===== src/rtl/adc_pipe_corr.sv =====
// Digital-correction back end for a pipelined ADC: decodes staggered thermometer
// stage codes, aligns them, sums them with weighted overlap and clamps the result.
module adc_pipe_corr #(
  parameter int NSTAGE    = 4,
  parameter int THERM_W   = 6,
  parameter int STAGE_B   = 3,
  parameter int SHIFT     = 2,
  parameter int OUT_W     = 8,
  parameter int DEC_MODE  = 0,
  parameter int ERR_CNT_W = 16
) (
  input  logic                        clk,
  input  logic                        rst_n,
  input  logic                        in_valid,
  input  logic [NSTAGE*THERM_W-1:0]   therm_in,
  input  logic                        err_clr,
  output logic                        out_valid,
  output logic [OUT_W-1:0]            out_data,
  output logic                        out_err,
  output logic                        out_ovf,
  output logic [ERR_CNT_W-1:0]        err_cnt
);

  localparam int CNT_W   = $clog2(THERM_W + 1);
  localparam int SUM_RAW = STAGE_B + (NSTAGE - 1) * SHIFT + $clog2(NSTAGE) + 1;
  localparam int SUM_W   = (SUM_RAW > OUT_W + 1) ? SUM_RAW : OUT_W + 1;
  localparam logic [CNT_W-1:0] MAX_CODE = CNT_W'(THERM_W - 1);

  logic [NSTAGE*STAGE_B-1:0] algn_code;
  logic [NSTAGE-1:0]         algn_ill;
  logic                      valid_algn;

  genvar gi;
  generate
    for (gi = 0; gi < NSTAGE; gi++) begin : g_stage
      localparam int DEPTH = NSTAGE - 1 - gi;
      logic [THERM_W-1:0] therm_w;
      logic [CNT_W-1:0]   ones_c;
      logic               bad_c;
      logic [STAGE_B-1:0] code_c;

      assign therm_w = therm_in[gi*THERM_W +: THERM_W];

      // A one above a zero is the only way a pattern can be illegal.
      always_comb begin
        ones_c = '0;
        bad_c  = 1'b0;
        for (int i = 0; i < THERM_W; i++)
          ones_c = ones_c + CNT_W'(therm_w[i]);
        for (int i = 1; i < THERM_W; i++)
          if (therm_w[i] && !therm_w[i-1]) bad_c = 1'b1;
        if (ones_c > MAX_CODE) ones_c = MAX_CODE;
        if (bad_c && DEC_MODE == 0) ones_c = MAX_CODE;
        code_c = STAGE_B'(ones_c);
      end

      if (DEPTH == 0) begin : g_direct
        assign algn_code[gi*STAGE_B +: STAGE_B] = code_c;
        assign algn_ill[gi] = bad_c;
      end else begin : g_dly
        logic [STAGE_B:0] dly_reg [DEPTH];
        always_ff @(posedge clk or negedge rst_n) begin
          if (!rst_n) begin
            for (int i = 0; i < DEPTH; i++) dly_reg[i] <= '0;
          end else begin
            dly_reg[0] <= {bad_c, code_c};
            for (int i = 1; i < DEPTH; i++) dly_reg[i] <= dly_reg[i-1];
          end
        end
        assign {algn_ill[gi], algn_code[gi*STAGE_B +: STAGE_B]} = dly_reg[DEPTH-1];
      end
    end

    if (NSTAGE == 1) begin : g_vld_direct
      assign valid_algn = in_valid;
    end else begin : g_vld_pipe
      logic [NSTAGE-2:0] vld_reg;
      always_ff @(posedge clk or negedge rst_n) begin
        if (!rst_n) begin
          vld_reg <= '0;
        end else begin
          vld_reg[0] <= in_valid;
          for (int i = 1; i < NSTAGE - 1; i++) vld_reg[i] <= vld_reg[i-1];
        end
      end
      assign valid_algn = vld_reg[NSTAGE-2];
    end
  endgenerate

  logic [SUM_W-1:0] sum_c;
  logic             ovf_c;
  logic [OUT_W-1:0] data_c;

  // True weighted addition: overlapping bits carry instead of being OR-ed.
  always_comb begin
    sum_c = '0;
    for (int k = 0; k < NSTAGE; k++)
      sum_c = sum_c + (SUM_W'(algn_code[k*STAGE_B +: STAGE_B]) << ((NSTAGE - 1 - k) * SHIFT));
    ovf_c  = |sum_c[SUM_W-1:OUT_W];
    data_c = ovf_c ? {OUT_W{1'b1}} : sum_c[OUT_W-1:0];
  end

  logic err_event;
  assign err_event = out_valid && out_err;

  always_ff @(posedge clk or negedge rst_n) begin
    if (!rst_n) begin
      out_valid <= 1'b0;
      out_data  <= '0;
      out_err   <= 1'b0;
      out_ovf   <= 1'b0;
      err_cnt   <= '0;
    end else begin
      out_valid <= valid_algn;
      if (valid_algn) begin
        out_data <= data_c;
        out_err  <= |algn_ill;
        out_ovf  <= ovf_c;
      end
      // A clear that lands on a counted event keeps that event.
      if (err_clr)
        err_cnt <= err_event ? ERR_CNT_W'(1) : '0;
      else if (err_event && err_cnt != {ERR_CNT_W{1'b1}})
        err_cnt <= err_cnt + ERR_CNT_W'(1);
    end
  end

endmodule


===== config.mk =====
export PLATFORM = sky130hd
export DESIGN_NAME = adc_pipe_corr
export DESIGN_NICKNAME = d
export VERILOG_FILES = /design/src/rtl/adc_pipe_corr.sv
export SDC_FILE = /design/constraint.sdc
export NUM_CORES = 1
export LEC_CHECK = 0
export CAP_MARGIN = 30
export CORE_MARGIN = 2
export CORE_UTILIZATION = 30
export CTS_CLUSTER_SIZE = 8
export DETAILED_ROUTE_END_ITERATION = 10
export GPL_TIMING_DRIVEN = 0
export HOLD_SLACK_MARGIN = 0.05
export PLACE_DENSITY_LB_ADDON = 0.1
export SLEW_MARGIN = 0
export SYNTH_ARGS = -nofsm -noshare
export SYNTH_HDL_FRONTEND = slang
export SYNTH_SLANG_ARGS = --single-unit

===== constraint.sdc =====
create_clock -name clk -period 4.97 [get_ports clk]
set_input_delay 0.994 -clock clk [delete_from_list [all_inputs] [get_ports clk]]
set_output_delay 0.994 -clock clk [all_outputs]
set_load 0.1 [all_outputs]

# Word-level counts from Yosys, hierarchy flattened
# Index checks and enable logic that the tools add are counted.
# word_totals
input_bits	28
elab_cells	118
output_inout_bits	27
ff_bits	54
# op_classes
addsub	24
magnitude_cmp	4
reduce_logical	45
eq_ne	1
n_mux	32
# ops
cell	count
$add 3x1->3	12
$mux 16	2
$mux 3	8
$logic_and 1x1->1	22
$mux 1	21
$logic_not 1->1	20
$add 16x1->16 const B	1
$ne 16x16->1 const B	1
$add 11x3->12	1
$add 2x1->3	4
$gt 3x3->1 const B	4
$add 10x5->11	1
$add 9x7->10	1
$add 1x1->2	4
$mux 8	1
$reduce_or 4->1	2
$reduce_bool 2->1	1

# Depth between registers and ports, before layout
# Gate-level depths: netlist of the first run.
# depth
word_depth	11
mapped_depth	14
mapped_depth_nobuf	14

# Least setup slack after synthesis of the first run
# OpenSTA, ideal clock, no wires.
# synth_path
kind	in2reg
startpoint	in therm_in[18]
endpoint	reg out_data[0]
required_ns	4.903
n_path_buf	0
path_slack_ns	0.885
arrival_ns	4.017
setup_ns	0.067
cell_stages	14
cell_sequence	inv_1 -> fa_1 -> fa_1 -> inv_1 -> ha_1 -> inv_1 -> fa_1 -> nand2_1 -> ha_1 -> ha_1 -> a21oi_1 -> o21a_1 -> o31ai_1 -> o22a_1
# synth_via
elab_chain_cells	11
elab_cells_between_ends	18
cone_classes	add/sub: 6; order compare: 1; mux: 8; reduce/logical: 3
# synth_lines
item	line_no	text
start: declaration	15	input logic [NSTAGE*THERM_W-1:0] therm_in,
$add 1x1->2 or $logic_not 1->1 (tied branches)	49, 51	
$add 2x1->3 or $logic_and 1x1->1 (tied branches)	49, 51	
$add 3x1->3 or $mux 1 (tied branches) (3 in a row)	49, 51	
$gt 3x3->1 or $mux 1 (tied branches)	52, 51	
$mux 3 or $mux 1 (tied branches)	52, 51	
$mux 3 (*)	53	if (bad_c && DEC_MODE == 0) ones_c = MAX_CODE;
$add 11x3->12 (*)	98	sum_c = sum_c + (SUM_W'(algn_code[k*STAGE_B +: STAGE_B]) << ((NSTAGE - 1 - k) * SHIFT));
$reduce_or 4->1	99	ovf_c = |sum_c[SUM_W-1:OUT_W];
$mux 8 (*)	100	data_c = ovf_c ? {OUT_W{1'b1}} : sum_c[OUT_W-1:0];
end signal: assignment	116	out_data <= data_c;
end: declaration	18	output logic [OUT_W-1:0] out_data,
# Mark *: on every way between the ends. The rest lies on a longest branch, timed or not.
# A chain may end at the register's enable or synchronous reset.

# Worst setup path after layout of the first run
# layout_path
startpoint	in therm_in[19]
endpoint	reg out_data[5]
# layout_via
elab_chain_cells	11
elab_cells_between_ends	19
cone_classes	add/sub: 6; order compare: 1; mux: 8; reduce/logical: 4
# layout_lines
item	line_no	text
$add 1x1->2	49	ones_c = ones_c + CNT_W'(therm_w[i]);
$add 2x1->3	49	
$add 3x1->3 (3 in a row)	49	
$gt 3x3->1	52	if (ones_c > MAX_CODE) ones_c = MAX_CODE;
$mux 3	52	
$mux 3 (*)	53	
$add 11x3->12 (*)	98	
$reduce_or 4->1	99	
$mux 8 (*)	100	
# Marked as above.

==> flow_metrics.tcl, run 1 <==
set metrics [dict create \
    cap_violations 0 \
    rsz0062_at_grt "no" \
    htreeDepth 2 \
    antenna_found_initial 0 \
    slew_headroom_pct 35.3 \
    setup_viol 0 \
    final_net_count 367 \
    rows 35 \
    layout.cells.non_filler 430 \
    post-dp-hpwl_mm 4.11 \
    ys_types 44 \
    max_stage_delay_ns 0.52 \
    place_congestion 0.717 \
    first_global_vias 1982 \
    track_usage_pct 11.3 \
    power_frac_comb_pct 22.6 \
    timing.fmax_mhz 221 \
    drv_slew 0 \
    wirelength_mm 5.30 \
    dp.cells 422 \
    power_mw 0.990 \
    cts_tree "yes" \
    path_delay_family "adder cells" \
    clk_pin_slew_ns 0.09 \
    regArea_sq_mm 0.00135 \
    drt_iter0_markers 34 \
    cts_resized 0 \
    synth-edff-count 0 \
    portBuffers 54 \
    drtAntennaViolNets 0 \
    fp.dieArea_sq_mm 0.0100 \
    holdCritPathClass "reg -> reg" \
    syn-cell-area_sq_mm 0.00278 \
    fillers 910 \
    avgSynthCellArea_sq_um 10.9 \
    cp-end-kind "flop" \
    p_leak_nw 1.43 \
    num_vias 2035 \
    cts_setup_buffers 0 \
    drive_gt1_share_pct 7.52 \
    synth-async-reset-ratio_pct 100 \
    multiInputGateArea_sq_mm 0.00130 \
    post-route-min-period_ns 4.53 \
    cp_max_fo 6 \
    power_density_mw_per_mm2 276 \
    fin_setup_tns_ns 0 \
    clkSinkCount 54 \
    switching_share_pct 29.7 \
    io_pins 55 \
    whs_ns 0.354 \
    rrSetupSlack_ns 2.85 \
    grt_max_degree 35 \
    status "finished, final reports clean" \
    cts_made_buffers 5 \
    drc_errors 0 \
    start_util_pct 30.5 \
    syn_inst 255 \
    hold_violations 0 \
    grt_pass1_wl_mm 9.20 \
    cp_slowest_cell "clkdlybuf4s50_1" \
    synth_seq_area_share_pct 48.7 \
    gr-total-overflow 0 \
    core_area_sq_mm 0.00911 \
    synth_fp_nets 304 \
    worstPathRequired_ns 5.21 \
    pwr-share-seq_pct 47.8 \
    cts_root_buf "clkbuf_8" \
    tightestPinTransition_ns 0.967 \
    switchingPower_mw 0.294 \
    synthFlopType "dfrtp_1" \
    n_antenna_cell 0 \
    fin_skew_ns 0.00890 \
    intPower_mw 0.695 \
    start_kind "input pin" \
    wl_per_cell_um 12.3 \
    clk_latency_ns 0.31 \
    die_x_um 100 \
    ir_drop_mv 0.129 \
    arrival_ns 4.78 \
    synth.ff_latch_count 54 \
    fin_crit_sh_pct 91.2 \
    dr.pass1.iters 4 \
    cts_buffer_depth 2 \
    path_class "in -> reg" \
    viasPerCell 4.73 \
    cp.buffers_inverters 5 \
    syn_to_final_growth_pct 29.2 \
    fp.dieH_um 100 \
    hold_buffers 0 \
    clockPowerShare_pct 29.6 \
    ys.warnings.count 0 \
    path_cells "clkdlybuf4s50_1 -> inv_1 -> fa_1 -> fa_1 -> inv_1 -> ha_1 -> inv_1 -> fa_1 -> nand2_1 -> ha_1 -> ha_1 -> a21oi_1 -> nor4b_1 -> o31ai_1 -> buf_2 -> o22a_1" \
]
-- worst reg2reg max path, cell delays in order, from the launching register on --
cell and delay (ns):
dfrtp_1 0.37, ha_1 0.22, ha_1 0.21, a21oi_1 0.29, nor4b_1 0.11, o31ai_1 0.45, buf_2 0.26, o22a_1 0.16
-- metrics by stage --
| step | worst slack (ns) | area (sq um) | util, % |
|---|---|---|---|
| after global routing | 0.142 | 3590 | 39.4 |
| after global placement | -0.181 | 3460 | 37.9 |
| after detailed placement | 0.109 | 3480 | 38.2 |
| after CTS | 0.425 | 3590 | 39.4 |
| final | 0.435 | 3590 | 39.4 |
| after floorplan | 0.885 | 2780 | - |
-- power groups by stage --
stage	sequential, mW	combinational (mW)	clock, mW
3_3_place_gp	0.482	0.223	0
4_1_cts	0.473	0.228	0.308
5_1_grt	0.476	0.250	0.323
3_5_place_dp	0.482	0.228	0
2_1_floorplan	0.541	0.0881	0
6_report	0.473	0.224	0.293
-- final timing paths --
kind	cells past startpoint	end	startpoint
max	16	out_data[5]$_DFFE_PN0P_	therm_in[19]
min	0	algn_code[1]$_DFF_PN0_	g_stage[0].g_dly.dly_reg[5]$_DFF_PN0_
max reg2reg	7	out_data[5]$_DFFE_PN0P_	g_stage[2].g_dly.dly_reg[0]$_DFF_PN0_
min reg2reg	0	algn_code[1]$_DFF_PN0_	g_stage[0].g_dly.dly_reg[5]$_DFF_PN0_
max in group asynchronous	2	err_cnt[13]$_DFFE_PN0P_	rst_n
min in group asynchronous	1	out_data[3]$_DFFE_PN0P_	rst_n
-- cells by family (layout without fill, tap and decap cells) --
group,Yosys count,in the layout,synth area share (%)
simple gates,90,90,19.7
xor+xnor,3,3,0.947
compound gates,48,48,11.4
fa+ha+maj,21,21,12.7
buf+inv,34,98,4.64
mux,5,5,1.94
flops,54,54,48.7
-- cell usage after synthesis (2+ instances only) --
library cell / count / share of area (%)
dfrtp_1: 54 / 49
inv_1: 29 / 3.9
nor2_1: 17 / 2.3
a21oi_1: 15 / 2.7
fa_1: 12 / 8.7
ha_1: 9 / 4.1
nand2_1: 9 / 1.2
o31ai_1: 9 / 2.4
or3_1: 9 / 2.0
nand2b_1: 8 / 1.8
nand3_1: 8 / 1.4
nor2b_1: 8 / 1.8
o22a_1: 7 / 2.2
or4_1: 7 / 1.9
o21ai_0: 6 / 1.1
a31oi_1: 4 / 0.90
clkbuf_1: 3 / 0.41
mux2_2: 3 / 1.2
nor3b_1: 3 / 0.81
nor4b_1: 3 / 0.95
or2_2: 3 / 0.68
mux2i_1: 2 / 0.72
nand4_1: 2 / 0.45
nor3_1: 2 / 0.36
o21a_1: 2 / 0.54
or4_4: 2 / 0.81
xor2_1: 2 / 0.63
-- layout by cell type (no fill, tap or decap), drive strengths merged, types with 2 or more instances in the layout --
cell type      count
or2                4
a21oi             16
a31oi              4
nor3b              3
nor2              17
nand3              8
nor4b              3
dfrtp             54
nand2              9
nor3               2
nand4              4
o21ai              6
buf                4
or3                9
o22a               7
fa                12
ha                 9
clkdlybuf4s50     53
mux2i              2
clkbuf             9
nand2b             8
inv               30
or4                9
nor2b              8
mux2               3
o21a               2
xor2               2
o31ai              9
nor4               2
-- layer usage --
| metal | part of all wire, % | global-route usage [%] | vias to the layer above | wire length (um) |
|---|---|---|---|---|
| met5 | 0 | 0 | - | 0 |
| met4 | 1.5 | 3.79 | 0 | 82 |
| met3 | 4.5 | 2.44 | 7 | 237 |
| met2 | 44 | 18.2 | 40 | 2350 |
| met1 | 50 | 15.2 | 970 | 2630 |
| li1 | - | - | 1018 | - |
-- layout make-up --
type	instances	share of cell area (%)
sequential	54	37.7
buffer	4	0.454
timing repair buffer	56	15.6
tap	111	3.87
multi-input combinational	167	36.1
clock buffer	6	2.02
inverter	30	3.14
clock inverter	2	1.05
Note: power is estimated with default switching activity, not from simulation.
==> run 2: changes to the inputs <==
--- a/config.mk
+++ b/config.mk
@@ -6,6 +6,7 @@
 export NUM_CORES = 1
 export LEC_CHECK = 0
 export CAP_MARGIN = 30
+export CORE_ASPECT_RATIO = 1.1
 export CORE_MARGIN = 2
 export CORE_UTILIZATION = 30
 export CTS_CLUSTER_SIZE = 8
==> flow_metrics.tcl, run 2 (synthesis gave the netlist of run 1 again) <==
set metrics [dict create \
    final_cell_mix "dfrtp_1 (54), clkdlybuf4s50_1 (53), inv_1 (29)" \
    wl_met3_um 247 \
    io_pins 55 \
    wl_per_cell_um 12.2 \
    cp-end-kind "flop" \
    cts_tree "yes" \
    cp.buffers_inverters 4 \
    cap_violations 0 \
    gr-total-overflow 0 \
    cp-startpoint "therm_in[18]" \
    drtAntennaViolNets 0 \
    fin_area_sq_mm 0.00362 \
    start_kind "input pin" \
    slew_headroom_pct 34.6 \
    place_area_sq_mm 0.00347 \
    fin_setup_tns_ns 0 \
    tightestPinTransition_ns 0.978 \
    grt_pass1_wl_mm 9.27 \
    hp-start "g_stage[1].g_dly.dly_reg[7]$_DFF_PN0_" \
    grt_max_degree 29 \
    final_common_cell "dfrtp_1" \
    hold_violations 0 \
    num_vias 2045 \
    portBuffers 54 \
    dr.pass1.iters 4 \
    cts_buffer_depth 2 \
    viasPerCell 4.73 \
    status "finished, final reports clean" \
    layout.cells.non_filler 432 \
    setup_viol 0 \
    rsz0062_at_grt "no" \
    fin_skew_ns 0.00913 \
    ir_drop_mv 0.121 \
    fillers 907 \
    highest_layer "met4" \
    p_leak_nw 1.44 \
    path_cells "clkdlybuf4s50_1 -> inv_1 -> fa_1 -> fa_1 -> inv_1 -> ha_1 -> inv_1 -> fa_1 -> nand2_1 -> ha_1 -> ha_1 -> a21oi_1 -> nor4b_1 -> o31ai_2 -> o22a_1" \
    r2r-start "g_stage[2].g_dly.dly_reg[0]$_DFF_PN0_" \
    power_density_mw_per_mm2 291 \
    final_net_count 366 \
    fp.dieH_um 105 \
    drv_slew 0 \
    power_mw 1.05 \
    post-dp-hpwl_mm 4.09 \
    drt_iter0_markers 57 \
    wirelength_mm 5.28 \
    drive_gt1_share_pct 7.86 \
    cts_setup_buffers 0 \
    track_usage_pct 11.5 \
    cts_root_buf "clkbuf_8" \
    n_antenna_cell 0 \
    setup_slack_ns 0.502 \
    dr_wl_met2_mm 2.52 \
    antenna_found_initial 0 \
    first_global_vias 2008 \
    drt-met1-wl_mm 2.43 \
    place_ws_ns -0.121 \
    path_delay_family "adder cells" \
    holdCritPathClass "reg -> reg" \
    arrival_ns 4.71 \
    syn_to_final_growth_pct 30.5 \
    clkSinkCount 54 \
    final_core_util_pct 40.6 \
    path_class "in -> reg" \
    die_x_um 95.7 \
    max_stage_delay_ns 0.57 \
    cp_max_fo 8 \
    whs_ns 0.354 \
    rrSetupSlack_ns 2.91 \
    timing.fmax_mhz 224 \
    post-route-min-period_ns 4.47 \
    fin_crit_sh_pct 89.9 \
    place_congestion 0.716 \
    fp.dieArea_sq_mm 0.0100 \
    start_util_pct 31.1 \
    clk_pin_slew_ns 0.09 \
    drc_errors 0 \
    worstPathRequired_ns 5.22 \
    dp.cells 424 \
    rows 36 \
    htreeDepth 2 \
    clk_latency_ns 0.31 \
    cp_slowest_cell "o31ai_2" \
    cts_made_buffers 5 \
    core_area_sq_mm 0.00892 \
]
==> run 2: cell types whose count changed in the layout (fill, tap and decap cells not counted), sizes merged <==
cell / previous run / this run
buf: 4 / 3
bufinv: 1 / 2
clkinvlp: 1 / 0
==> run 2: worst reg2reg max path, cell delays in order (launching register included) <==
cell and delay [ns]:
dfrtp_1 0.38, ha_1 0.21, ha_1 0.21, a21oi_1 0.29, nor4b_1 0.11, o31ai_2 0.57, o22a_1 0.24
==> run 2: worst paths after layout <==
path | end | cells past startpoint
max | out_data[3]$_DFFE_PN0P_ | 15
min | algn_ill[1]$_DFF_PN0_ | 0
max reg2reg | out_data[3]$_DFFE_PN0P_ | 6
min reg2reg | algn_ill[1]$_DFF_PN0_ | 0
max in group asynchronous | algn_code[1]$_DFF_PN0_ | 2
min in group asynchronous | out_data[7]$_DFFE_PN0P_ | 1
==> run 2: final cells by class <==
type                    instances  area (sq um)  area share [%]
clock buffers                   6          82.6            2.28
multi-input cells             167          1300            35.9
clock inverters                 2          60.1            1.66
inverters                      30           113            3.11
well taps                     114           143            3.94
flip-flops and latches         54          1350            37.3
repair buffers                 55           556            15.3
plain buffers                   4          16.3           0.449
==> run 2: repair_timing <==
| item | 4_1_cts | 5_1_grt |
|---|---|---|
| endpoints found under the setup margin | 0 | 7 |
| endpoints found under the hold margin | 0 | 0 |
| gates resized for setup | 0 | 1 |
| hold buffers | 0 | 0 |
==> run 2: layer usage <==
layer  vias up  track usage [%]
li1       1018                -
met1       982             14.9
met2        40             18.9
met3         5             2.31
met4         0             3.67
met5         -                0
==> run 2: where the power goes <==
group / switching, mW / total, mW / internal, mW
clock network: 0.143 / 0.358 / 0.215
registers: 0.0123 / 0.473 / 0.461
logic: 0.139 / 0.222 / 0.0836
total: 0.294 / 1.05 / 0.759
==> run 3: changes to the inputs <==
--- a/config.mk
+++ b/config.mk
@@ -7,7 +7,6 @@
 export LEC_CHECK = 0
 export CAP_MARGIN = 30
 export CORE_ASPECT_RATIO = 1.1
-export CORE_MARGIN = 2
 export CORE_UTILIZATION = 30
 export CTS_CLUSTER_SIZE = 8
 export DETAILED_ROUTE_END_ITERATION = 10
==> flow_metrics.tcl, run 3 (synthesis gave the netlist of run 1 again) <==
set metrics [dict create \
    cts_resized 0 \
    n_antenna_cell 0 \
    tightestPinTransition_ns 0.977 \
    path_class "in -> reg" \
    hold_violations 0 \
    cts_root_buf "clkbuf_8" \
    post-dp-hpwl_mm 4.03 \
    fin_crit_sh_pct 86.8 \
    ir_drop_mv 0.132 \
    setup_viol 0 \
    post-route-min-period_ns 4.31 \
    cts_made_buffers 5 \
    status "finished, final reports clean" \
    fin_setup_tns_ns 0 \
    gr-total-overflow 0 \
    rsz0062_at_grt "no" \
    slew_headroom_pct 34.7 \
    fillers 891 \
    first_global_vias 2015 \
    cts_buffer_depth 2 \
    cp_max_fo 7 \
    final_net_count 367 \
    max_stage_delay_ns 0.55 \
    fp.dieH_um 103 \
    track_usage_pct 12.0 \
    cp_slowest_cell "fa_1" \
    rows 36 \
    final_cell_mix "dfrtp_1 (54), clkdlybuf4s50_1 (53), inv_1 (29)" \
    die_x_um 93.7 \
    num_vias 2052 \
    syn_to_final_growth_pct 29.4 \
    arrival_ns 4.51 \
    clk_pin_slew_ns 0.09 \
    path_cells "clkdlybuf4s50_1 -> inv_1 -> fa_1 -> fa_1 -> inv_1 -> ha_1 -> inv_1 -> fa_1 -> nand2_1 -> ha_1 -> ha_1 -> a21oi_1 -> nor4b_1 -> o31ai_1 -> buf_2 -> o22a_1" \
    core_area_sq_mm 0.00892 \
    r2r-start "err_cnt[0]$_DFFE_PN0P_" \
    cts_tree "yes" \
    drc_errors 0 \
    cts_setup_buffers 0 \
    viasPerCell 4.74 \
    clkSinkCount 54 \
    grt_max_degree 33 \
    place_congestion 0.711 \
    start_util_pct 31.1 \
    grt_pass1_wl_mm 9.19 \
    drtAntennaViolNets 0 \
    cp-end-kind "flop" \
    timing.fmax_mhz 232 \
    power_density_mw_per_mm2 276 \
    cap_violations 0 \
    cp.buffers_inverters 5 \
    cp-startpoint "therm_in[18]" \
    hp-start "g_stage[0].g_dly.dly_reg[6]$_DFF_PN0_" \
    wirelength_mm 5.24 \
    wl_per_cell_um 12.1 \
    start_kind "input pin" \
    htreeDepth 2 \
    fp.dieArea_sq_mm 0.00964 \
    fin_skew_ns 0.0125 \
    drv_slew 0 \
    p_leak_nw 1.43 \
    drt_iter0_markers 73 \
    holdCritPathClass "reg -> reg" \
    final_core_util_pct 40.3 \
    worstPathRequired_ns 5.17 \
    io_pins 55 \
    drive_gt1_share_pct 7.84 \
    final_common_cell "dfrtp_1" \
    hold_buffers 0 \
    antenna_found_initial 0 \
    portBuffers 54 \
    dr.pass1.iters 4 \
    path_delay_family "adder cells" \
    clk_latency_ns 0.31 \
]
run 3: changes by cell type in the layout (fill, tap and decap cells not counted):
cell       delta
o31ai_2       -1
inv_6         +1
o31ai_1       +1
buf_2         +1
bufinv_16     -1
clkbuf_8      -1
clkinv_2      +1
run 3: worst paths after layout:
kind | endpoint | slack, ns | cells after the start
max | out_data[0]$_DFFE_PN0P_ | 0.66 | 16
min | algn_code[2]$_DFF_PN0_ | 0.35 | 0
max reg2reg | err_cnt[0]$_DFFE_PN0P_ | 3.00 | 6
min reg2reg | algn_code[2]$_DFF_PN0_ | 0.35 | 0
max in group asynchronous | algn_code[1]$_DFF_PN0_ | 3.76 | 2
min in group asynchronous | out_data[4]$_DFFE_PN0P_ | 0.66 | 1
run 3: power breakdown:
part           switching (mW)  internal, mW  total (mW)
Sequential             0.0121         0.461       0.473
Combinational           0.139        0.0843       0.223
Clock                   0.144         0.151       0.296
run 3: through the flow:
step,hold slack [ns],cells,area (sq um),worst slack [ns],power [mW]
after floorplan,0.331,255,2780,0.885,0.629
after global routing,0.363,433,3590,0.412,1.05
after global placement,0.334,423,3460,-0.121,0.705
after detailed placement,0.335,425,3480,0.299,0.709
after CTS,0.358,433,3590,0.625,1.01
final,0.354,433,3590,0.656,0.992
run 3: final cells by class:
type | count | area, sq um | share of cell area (%)
plain buffers | 4 | 16.3 | 0.453
clock buffers | 5 | 68.8 | 1.92
clock inverters | 3 | 43.8 | 1.22
inverters | 30 | 113 | 3.13
multi-input cells | 167 | 1300 | 36.1
flip-flops and latches | 54 | 1350 | 37.6
well taps | 114 | 143 | 3.97
repair buffers | 56 | 561 | 15.6
run 3: layer usage:
layer / part of all wire (%) / vias to the layer above / routed length [um] / track usage, %
li1: - / 1017 / - / -
met1: 44 / 981 / 2310 / 14.7
met2: 50 / 49 / 2630 / 21.2
met3: 4.2 / 5 / 221 / 2.36
met4: 1.4 / 0 / 74 / 3.91
met5: 0 / - / 0 / 0
==> patch, RTL diff (settings of run 1) <==
Register the output `out_err` once more, cleared by the reset; this adds one clock of latency there. The other outputs are not delayed to match.
--- a/src/rtl/adc_pipe_corr.sv
+++ b/src/rtl/adc_pipe_corr.sv
@@ -27,2 +27,4 @@
   localparam logic [CNT_W-1:0] MAX_CODE = CNT_W'(THERM_W - 1);
+
+  logic out_err_s0;
 
@@ -103,3 +105,3 @@
   logic err_event;
-  assign err_event = out_valid && out_err;
+  assign err_event = out_valid && out_err_s0;
 
@@ -109,3 +111,3 @@
       out_data  <= '0;
-      out_err   <= 1'b0;
+      out_err_s0 <= 1'b0;
       out_ovf   <= 1'b0;
@@ -116,3 +118,3 @@
         out_data <= data_c;
-        out_err  <= |algn_ill;
+        out_err_s0 <= |algn_ill;
         out_ovf  <= ovf_c;
@@ -127,2 +129,10 @@
 
+  always_ff @(posedge clk or negedge rst_n) begin
+    if (!rst_n) begin
+      out_err <= '0;
+    end else begin
+      out_err <= out_err_s0;
+    end
+  end
+
 endmodule
Formal check against the unedited RTL: not equivalent (Yosys sat finds a counterexample within 10 cycles, from zero or initial values and one cycle with rst_n low).
==> patch against run 1 <==
First-iteration DRC count up 97%; sequential share of layout area up 0.29 points; area after synthesis up 2.2%; global-route usage up 0.67 points; sequential cell count up 1; clock power down 8.5%; final area up 1.1%; largest power group unchanged; highest routed layer unchanged; utilization about the same; register-to-register slack worse by 240 ps; worst setup slack worse by 220 ps; wire length up 6.5%; power down 1.5%; critical path type unchanged; largest cell class unchanged.
==> patch: results (changes against run 1) <==
GRT Overall Usage = 0.120 (was 0.113)
Number of global-route vias before repair = 2,110 (was 1,982)
Crit path launch = therm_in[18] (was therm_in[19])
Outcome = finished, final reports clean (unchanged)
Largest net degree at the start of global routing = 39 (was 35)
First-pass GRT wire length = 9930 um (was 9200 um)
Mux contribution to synthesized area = 0.0384 (was 0.0194)
Gpl congestion = 0.784 (was 0.717)
Max rail drop VDD = 129 uV (about the same)
DR vias = 2,168 (was 2,035)
DRC marker count from the first detailed-route iteration = 67 (was 34)
R2R cell count = 5 (was 7)
Distinct cell type count after synthesis = 46 (was 44)
Crit path to = out_data[0] (was out_data[5])
CP max stage delay = 650 ps (was 520 ps)
Crit path max fanout = 8 (was 6)
Syn Nets = 322 (was 304)
Setup Skew = 15.2 ps (was 8.90 ps)
XOR/XNOR Fraction of Synth Area = 0.00926 (was 0.00946)
Worst path slowest cell = or4b_2 (was clkdlybuf4s50_1)
DP HPWL = 4300 um (was 4110 um)
Static Leak = 0.00148 uW (was 0.00143 uW)
Placed cell areas = 0.00352 mm2 (was 0.00348 mm2)
Tot Pwr = 974 uW (was 990 uW)
Hold Crit Depth = 0 (unchanged)
Share of the yosys chip area belonging to registers = 0.485 (was 0.487)
Clk pin slew, worst setup/hold paths = 110 ps (was 90 ps)
Net switching power = 318 uW (was 294 uW)
Layout cells sized above 1 = 0.0716 (was 0.0752)
Top cells by area, synth = dfrtp_1 49%, fa_1 8.5%, inv_1 4.1% (was dfrtp_1 49%, fa_1 8.7%, ha_1 4.1%)
Number of filler cells placed in the layout = 933 (was 910)
Post-synth ARST share = 1.00 (unchanged)
Reg-to-reg slack, setup = 2610 ps (was 2850 ps)
Reg2Reg Launch Point = algn_code[3] (was g_stage[2].g_dly.dly_reg[0])
Seq. pwr = 481 uW (was 473 uW)
Drt wl/cell = 12.7 um (was 12.3 um)
Slew @ Worst Pin = 979 ps (was 967 ps)
Compound-cell area share of the yosys netlist = 0.0944 (was 0.114)
Setup WS pre-CTS = -157 ps (was 109 ps)
IO buf count = 53 (was 54)
Final nets = 383 (was 367)
Critical Path AT = 4930 ps (was 4780 ps)
Synth Area in Adders = 0.124 (was 0.127)
==> patch: changes by cell type after synthesis, moves of 7 or more <==
cell     delta
o31ai_1     -7
nor2_1     +11
nand2_1    +10
o22a_1      -7
a31oi_1    +10
==> patch: metal layers <==
| metal | global-route usage | vias to the layer above | share of wire |
|---|---|---|---|
| met3 | 0.0248 | 2 | 0.040 |
| met2 | 0.193 | 45 | 0.47 |
| met1 | 0.167 | 1051 | 0.48 |
| met4 | 0.0281 | 0 | 0.0069 |
| met5 | 0 | - | 0 |
| li1 | - | 1070 | - |
==> patch: worst min path at each step <==
stage                     slack (ps)      endpoint                        start
after global placement           330  algn_code[3]  g_stage[1].g_dly.dly_reg[4]
after CTS                        360  algn_code[1]  g_stage[0].g_dly.dly_reg[5]
after floorplan                  330  algn_code[0]  g_stage[0].g_dly.dly_reg[4]
after global routing             350  algn_code[1]  g_stage[0].g_dly.dly_reg[5]
after detailed placement         330  algn_code[2]  g_stage[0].g_dly.dly_reg[6]
final                            350  algn_code[1]  g_stage[0].g_dly.dly_reg[5]
==> patch: stage by stage <==
step,cells,util
2_1_floorplan,273,-
3_3_place_gp,437,0.381
3_5_place_dp,438,0.383
4_1_cts,446,0.394
5_1_grt,446,0.394
6_report,446,0.394
==> patch: kinds of logic (layout without fill, tap and decap cells) <==
family,after synthesis,after routing
buffers and inverters,36,98
adder cells (fa/ha/maj),21,21
AND/OR/NAND/NOR,107,107
XOR/XNOR,3,3
flip-flops,55,55
AO/OA/AOI/OAI,41,41
multiplexers,10,10
==> patch: area by class of cell <==
class,count,area [um2],area share
plain buffers,4,15.0,0.00414
clock buffers,5,68.8,0.0190
clock inverters,3,33.8,0.00932
inverters,32,120,0.0331
multi-input cells,182,1330,0.366
flip-flops and latches,55,1380,0.380
well taps,111,139,0.0383
repair buffers,54,546,0.151
